$ cat src/rtl/cpu_pkg.sv
// rtl/cpu_pkg.sv - shared state type, opcode fields and decode helpers for the CPU sequencer
package cpu_pkg;

    typedef enum logic [2:0] {
        ST_FETCH_HI,
        ST_FETCH_LO,
        ST_FETCH_DATA,
        ST_RAM_READ,
        ST_EXEC,
        ST_STORE,
        ST_SKIP_HI,
        ST_SKIP_LO
    } seq_state_t;

    localparam logic [15:0] ONE_ARG_MASK = 16'hC000;
    localparam logic [15:0] ONE_ARG_VAL  = 16'h8000;
    localparam logic [15:0] SRC_MASK     = 16'h0600;
    localparam logic [15:0] SRC_DATA     = 16'h0200;
    localparam logic [4:0]  OP_STORE     = 5'b10010;

    function automatic logic needs_data(input logic [15:0] inst);
        return ((inst & ONE_ARG_MASK) == ONE_ARG_VAL) && ((inst & SRC_MASK) == SRC_DATA);
    endfunction

    // Stores also have bit 10 set but take their operand from the accumulator.
    function automatic logic needs_ram(input logic [15:0] inst);
        return ((inst & ONE_ARG_MASK) == ONE_ARG_VAL) && inst[10] && (inst[15:11] != OP_STORE);
    endfunction

    function automatic logic [1:0] inst_len(input logic [7:0] hi_byte);
        return needs_data({hi_byte, 8'h00}) ? 2'd3 : 2'd2;
    endfunction

endpackage

$ cat src/rtl/cpu_sequencer_bus_port.sv
// rtl/cpu_sequencer_bus_port.sv - holds one memory request (address, direction, write byte) until acked
module bus_port
    import cpu_pkg::*;
#(
    parameter int ADDR_W = 16
) (
    input  logic              clk,
    input  logic              rst_n,
    input  logic              issue,
    input  logic              issue_we,
    input  logic [ADDR_W-1:0] issue_addr,
    input  logic [7:0]        issue_wdata,
    input  logic              mem_ack,
    output logic              mem_req,
    output logic              mem_we,
    output logic [ADDR_W-1:0] mem_addr,
    output logic [7:0]        mem_wdata,
    output logic              done
);

    // An ack with no request outstanding is not a completion.
    assign done = mem_req & mem_ack;

    always_ff @(posedge clk or negedge rst_n) begin
        if (!rst_n) begin
            mem_req   <= 1'b0;
            mem_we    <= 1'b0;
            mem_addr  <= '0;
            mem_wdata <= 8'h00;
        end else if (issue) begin
            mem_req   <= 1'b1;
            mem_we    <= issue_we;
            mem_addr  <= issue_addr;
            mem_wdata <= issue_wdata;
        end else if (done) begin
            mem_req   <= 1'b0;
        end
    end

endmodule

$ cat src/rtl/cpu_sequencer.sv
// rtl/cpu_sequencer.sv - fetch/execute controller: instruction fetch, operand access, decode enable, PC flow
module cpu_sequencer
    import cpu_pkg::*;
#(
    parameter int                ADDR_W   = 16,
    parameter logic [ADDR_W-1:0] RESET_PC = '0,
    parameter logic [ADDR_W-1:0] RAM_BASE = ADDR_W'(16'h8000)
) (
    input  logic              clk,
    input  logic              rst_n,
    input  logic              run,
    output logic              mem_req,
    output logic              mem_we,
    output logic [ADDR_W-1:0] mem_addr,
    output logic [7:0]        mem_wdata,
    input  logic [7:0]        mem_rdata,
    input  logic              mem_ack,
    output logic              dec_en,
    output logic [15:0]       dec_inst,
    output logic [7:0]        dec_data,
    input  logic              dec_branch,
    input  logic              dec_store,
    input  logic              dec_if,
    input  logic              dec_if_zero,
    input  logic              dec_if_not_zero,
    input  logic              dec_if_else,
    input  logic              dec_if_not_else,
    input  logic [15:0]       dec_rhs,
    input  logic              acc_zero,
    input  logic              else_flag,
    input  logic [7:0]        acc_lo,
    output logic [ADDR_W-1:0] pc,
    output logic              busy
);

    seq_state_t        state, state_nxt;
    logic [ADDR_W-1:0] pc_nxt;
    logic [15:0]       inst_nxt;
    logic [7:0]        data_nxt;
    logic [7:0]        skip_hi, skip_hi_nxt;
    logic              advance;
    logic              cond_ok;
    logic              issue;
    logic              issue_we;
    logic [ADDR_W-1:0] issue_addr;
    logic              bus_done;

    bus_port #(.ADDR_W(ADDR_W)) u_bus_port (
        .clk         (clk),
        .rst_n       (rst_n),
        .issue       (issue),
        .issue_we    (issue_we),
        .issue_addr  (issue_addr),
        .issue_wdata (acc_lo),
        .mem_ack     (mem_ack),
        .mem_req     (mem_req),
        .mem_we      (mem_we),
        .mem_addr    (mem_addr),
        .mem_wdata   (mem_wdata),
        .done        (bus_done)
    );

    always_ff @(posedge clk or negedge rst_n) begin
        if (!rst_n) begin
            state    <= ST_FETCH_HI;
            pc       <= RESET_PC;
            dec_inst <= 16'h0000;
            dec_data <= 8'h00;
            skip_hi  <= 8'h00;
        end else begin
            state    <= state_nxt;
            pc       <= pc_nxt;
            dec_inst <= inst_nxt;
            dec_data <= data_nxt;
            skip_hi  <= skip_hi_nxt;
        end
    end

    always_comb begin
        state_nxt   = state;
        pc_nxt      = pc;
        inst_nxt    = dec_inst;
        data_nxt    = dec_data;
        skip_hi_nxt = skip_hi;
        advance     = 1'b0;
        cond_ok     = 1'b1;
        dec_en      = 1'b0;

        case (state)
            ST_FETCH_HI: begin
                if (bus_done) begin
                    inst_nxt[15:8] = mem_rdata;
                    pc_nxt         = pc + ADDR_W'(1);
                    state_nxt      = ST_FETCH_LO;
                    advance        = 1'b1;
                end
            end
            ST_FETCH_LO: begin
                if (bus_done) begin
                    inst_nxt[7:0] = mem_rdata;
                    pc_nxt        = pc + ADDR_W'(1);
                    advance       = 1'b1;
                    if (needs_data(inst_nxt))
                        state_nxt = ST_FETCH_DATA;
                    else if (needs_ram(inst_nxt))
                        state_nxt = ST_RAM_READ;
                    else
                        state_nxt = ST_EXEC;
                end
            end
            ST_FETCH_DATA: begin
                if (bus_done) begin
                    data_nxt  = mem_rdata;
                    pc_nxt    = pc + ADDR_W'(1);
                    state_nxt = ST_EXEC;
                    advance   = 1'b1;
                end
            end
            ST_RAM_READ: begin
                if (bus_done) begin
                    data_nxt  = mem_rdata;
                    state_nxt = ST_EXEC;
                    advance   = 1'b1;
                end
            end
            ST_EXEC: begin
                dec_en  = 1'b1;
                advance = 1'b1;
                // pc already points past the instruction, so the offset is relative to that.
                if (dec_branch)
                    pc_nxt = pc + dec_rhs[ADDR_W-1:0];
                if (dec_if_zero)
                    cond_ok = acc_zero;
                else if (dec_if_not_zero)
                    cond_ok = !acc_zero;
                else if (dec_if_else)
                    cond_ok = else_flag;
                else if (dec_if_not_else)
                    cond_ok = !else_flag;
                if (dec_store && dec_inst[10])
                    state_nxt = ST_STORE;
                else if (dec_if && !cond_ok)
                    state_nxt = ST_SKIP_HI;
                else
                    state_nxt = ST_FETCH_HI;
            end
            ST_STORE: begin
                if (bus_done) begin
                    state_nxt = ST_FETCH_HI;
                    advance   = 1'b1;
                end
            end
            ST_SKIP_HI: begin
                if (bus_done) begin
                    skip_hi_nxt = mem_rdata;
                    pc_nxt      = pc + ADDR_W'(1);
                    state_nxt   = ST_SKIP_LO;
                    advance     = 1'b1;
                end
            end
            ST_SKIP_LO: begin
                // pc sits on the skipped low byte; step over it and any data byte.
                if (bus_done) begin
                    pc_nxt    = pc + ADDR_W'(inst_len(skip_hi)) - ADDR_W'(1);
                    state_nxt = ST_FETCH_HI;
                    advance   = 1'b1;
                end
            end
            default: state_nxt = ST_FETCH_HI;
        endcase

        // Each bus state's request is launched on the edge that enters it.
        issue = 1'b0;
        if (advance)
            issue = (state_nxt != ST_EXEC) && ((state_nxt != ST_FETCH_HI) || run);
        else if (state == ST_FETCH_HI && !mem_req)
            issue = run;

        issue_we   = (state_nxt == ST_STORE);
        issue_addr = (state_nxt == ST_RAM_READ || state_nxt == ST_STORE)
                   ? (RAM_BASE | ADDR_W'(inst_nxt[7:0])) : pc_nxt;
    end

    assign busy = !(state == ST_FETCH_HI && !mem_req);

endmodule

$ cat config.mk
export PLATFORM = sky130hd
export DESIGN_NAME = cpu_sequencer
export DESIGN_NICKNAME = d
export VERILOG_FILES = /design/src/rtl/cpu_pkg.sv /design/src/rtl/cpu_sequencer_bus_port.sv /design/src/rtl/cpu_sequencer.sv
export SDC_FILE = /design/constraint.sdc
export NUM_CORES = 1
export LEC_CHECK = 0
export CORE_MARGIN = 1.5
export CORE_UTILIZATION = 45
export CTS_CLUSTER_DIAMETER = 50
export DETAILED_ROUTE_END_ITERATION = 16
export PLACE_DENSITY = 0.71
export SETUP_SLACK_MARGIN = 0.15
export SKIP_CTS_REPAIR_TIMING = 1
export SLEW_MARGIN = 20
export SYNTH_ARGS = -nofsm -noshare
export SYNTH_HDL_FRONTEND = slang
export SYNTH_SLANG_ARGS = --single-unit
$ cat constraint.sdc
create_clock -name clk -period 6.4 [get_ports clk]
set_input_delay 1.28 -clock clk [delete_from_list [all_inputs] [get_ports clk]]
set_output_delay 1.28 -clock clk [all_outputs]
set_load 0.02 [all_outputs]
==> metrics.yaml <==
status:
  status: "finished clean"
timing:
  hold_slack_ns: 0.481
  tightest_slew_ns: 1.04
  hold_viol: 0
  tns_ns: 0
  post-route-period-util_pct: 61.2
  finalSetupViolations: 0
  period_minus_slack_ns: 3.92
  skew_ns: 0.0131
  max_freq_ghz: 0.255
  max_slew_margin_pct: 30.3
  rsz0062_at_grt: "false"
  drv_slew: 0
setup_path:
  worstSetupStartpointType: "register"
  rrSetupSlack_ns: 3.09
  worstSetupPathType: "register to primary output"
  endpoint_kind: "primary output"
  critPathMaxFanout: 26
  crit_end: "dec_en"
  crit_start: "state[2]"
  cp.arrival_ns: 2.64
  worstPathRequired_ns: 5.12
  r2r-start: "state[2]"
  reg2reg_depth: 7
  r2r_end: "u_bus_port.mem_wdata[5]"
synth:
  ys_types: 74
  synth_edf_count: 0
  yosysWarnings: 0
  ys_seq_area_share_pct: 38.2
  syn_area_um2: 4780
  synthFlopType: "dfrtp_1"
  synth_area_per_cell_um2: 9.58
  syn_nets: 563
  ys_ff_latch: 73
  netlist_instances: 499
  synthArstFlopShare_pct: 100
power_and_ir_drop:
  combPwrFrac_pct: 59.7
  power_density_nw_per_um2: 532
  power.switching_w: 0.00153
  pwr-share-seq_pct: 28.9
  p_leak_nw: 2.55
  irDropWorstVdd_mv: 0.360
  swShare_pct: 46.3
  p_clk_share_pct: 11.4
  intPower_w: 0.00178
floorplan:
  num_io_pins: 113
  die_h_um: 106
  num_rows: 37
  core_area_um2: 10300
  dieArea_um2: 11200
  start_util_pct: 46.3
  die_w_um: 106
layout:
  n_antenna_cell: 0
  final_common_cell: "clkdlybuf4s50_1"
  drive_above_1_share_pct: 11.2
  fill_cells: 896
  mostFrequentLayoutCells: "clkdlybuf4s50_1, dfrtp_1, nand2_1"
  nNetsFinal: 668
  final_cells: 745
  post-route-util_pct: 60.1
  area_growth_pct: 29.9
detailed_routing:
  vias: 4524
  routedWlPerCell_um: 18.9
  wirelength_mm: 14.1
  ant_nets: 0
  drt-pass1-iter-count: 5
  drc: 0
  routed_via_density: 6.07
  drt_iter0_drc: 369
cts:
  clock_path_buffers: 2
  insertion_delay_ns: 0.35
  clkSinkCount: 73
  root_buffer: "clkbuf_8"
  cts_max_level: 3
  cts_buffers: 9
  cts.clk_slew.worst_paths_ns: 0.08
  cts_tree: "built"
min_path:
  hold_path_class: "register to register"
  min_path_cells: 2
placed_design:
  portBuffers: 112
  hpwl_mm: 10.5
  place_inst: 728
  place.gp.congestion: 0.928
job:
  max-cap-violations: 0
global_route:
  antenna_found_initial: 0
  grt_usage_pct: 25.2
  grt_max_degree: 74
  grt_pass1_wl_mm: 22.5
  grt-ovfl-total: 0
  grt_pass1_vias: 4325
-- cells in the mapped netlist, types with 6 or more instances --
| cell type | instances | area share (%) |
|---|---|---|
| dfrtp_1 | 73 | 38 |
| nand2_1 | 49 | 3.8 |
| mux2_2 | 29 | 6.8 |
| o21ai_0 | 27 | 2.8 |
| a21oi_1 | 25 | 2.6 |
| nor2_1 | 24 | 1.9 |
| ha_1 | 18 | 4.7 |
| inv_1 | 18 | 1.4 |
| nor3_1 | 12 | 1.3 |
| mux2i_1 | 11 | 2.3 |
| a21o_1 | 10 | 1.6 |
| and3_1 | 9 | 1.2 |
| nand3_1 | 9 | 0.94 |
| o211ai_1 | 9 | 1.4 |
| a211oi_1 | 8 | 1.3 |
| a31oi_1 | 8 | 1.0 |
| buf_2 | 8 | 0.84 |
| mux2_1 | 8 | 1.9 |
| nand2b_1 | 8 | 1.0 |
| o22ai_1 | 8 | 1.0 |
| o31ai_1 | 8 | 1.3 |
| xnor2_1 | 8 | 1.5 |
| nand4_1 | 7 | 0.92 |
| clkbuf_1 | 6 | 0.47 |
-- through the flow --
step	setup WS, ns	instance area [µm²]	power, W
3_5_place_dp	2.05	5970	0.00288
2_1_floorplan	2.94	4780	0.00214
3_3_place_gp	2.19	5970	0.00286
4_1_cts	2.43	6180	0.00327
6_report	2.48	6200	0.00330
5_1_grt	2.36	6200	0.00352
-- power groups by stage --
stage	clock (W)	sequential [W]	combinational, W
floorplan	0	0.00106	0.00108
global placement	0	0.000950	0.00191
detailed placement	0	0.000950	0.00193
CTS	0.000386	0.000946	0.00194
global route	0.000405	0.000984	0.00213
finish	0.000376	0.000955	0.00197
-- registers in the layout, summed over array words and instances, names as in the netlist --
signal and flops:
dec_inst 16, pc 16, u_bus_port.mem_addr 16, dec_data 8, u_bus_port.mem_wdata 8, skip_hi 4
state 3, u_bus_port.mem_req 1, u_bus_port.mem_we 1
-- layout make-up --
class,instances,area [µm²],area share [%]
clock buffers,10,138,2.22
clock inverters,6,72.6,1.17
inverters,18,67.6,1.09
multi-input cells,389,2780,44.9
flip-flops and latches,73,1830,29.4
well taps,136,170,2.74
repair buffers,113,1150,18.5
-- worst max-delay path, stage by stage (launching register included) --
cell,delay [ns]
dfrtp_1,0.90
nand2_1,0.37
inv_1,0.35
clkdlybuf4s50_1,0.67
-- kinds of logic after synthesis --
group / Yosys count / synth area share [%]
simple gates: 157 / 17.7
compound gates: 155 / 22.3
flops: 73 / 38.2
mux: 48 / 11.0
buf+inv: 37 / 3.74
fa+ha+maj: 19 / 5.13
xor+xnor: 10 / 1.83
-- routing by layer --
layer / wire (µm) / track usage [%]
met5: 0 / 0
met4: 135 / 5.60
met3: 975 / 3.13
met2: 6540 / 40.3
met1: 6430 / 36.7
-- worst min path at each step --
stage	startpoint	endpoint	slack (ns)
final	u_bus_port.mem_addr[11]	u_bus_port.mem_addr[11]	0.48
after global routing	u_bus_port.mem_addr[10]	u_bus_port.mem_addr[10]	0.51
after CTS	u_bus_port.mem_addr[11]	u_bus_port.mem_addr[11]	0.49
after detailed placement	u_bus_port.mem_addr[10]	u_bus_port.mem_addr[10]	0.47
after global placement	u_bus_port.mem_addr[10]	u_bus_port.mem_addr[10]	0.46
after floorplan	skip_hi[2]	skip_hi[2]	0.47
Note: power is estimated with default switching activity, not from simulation.
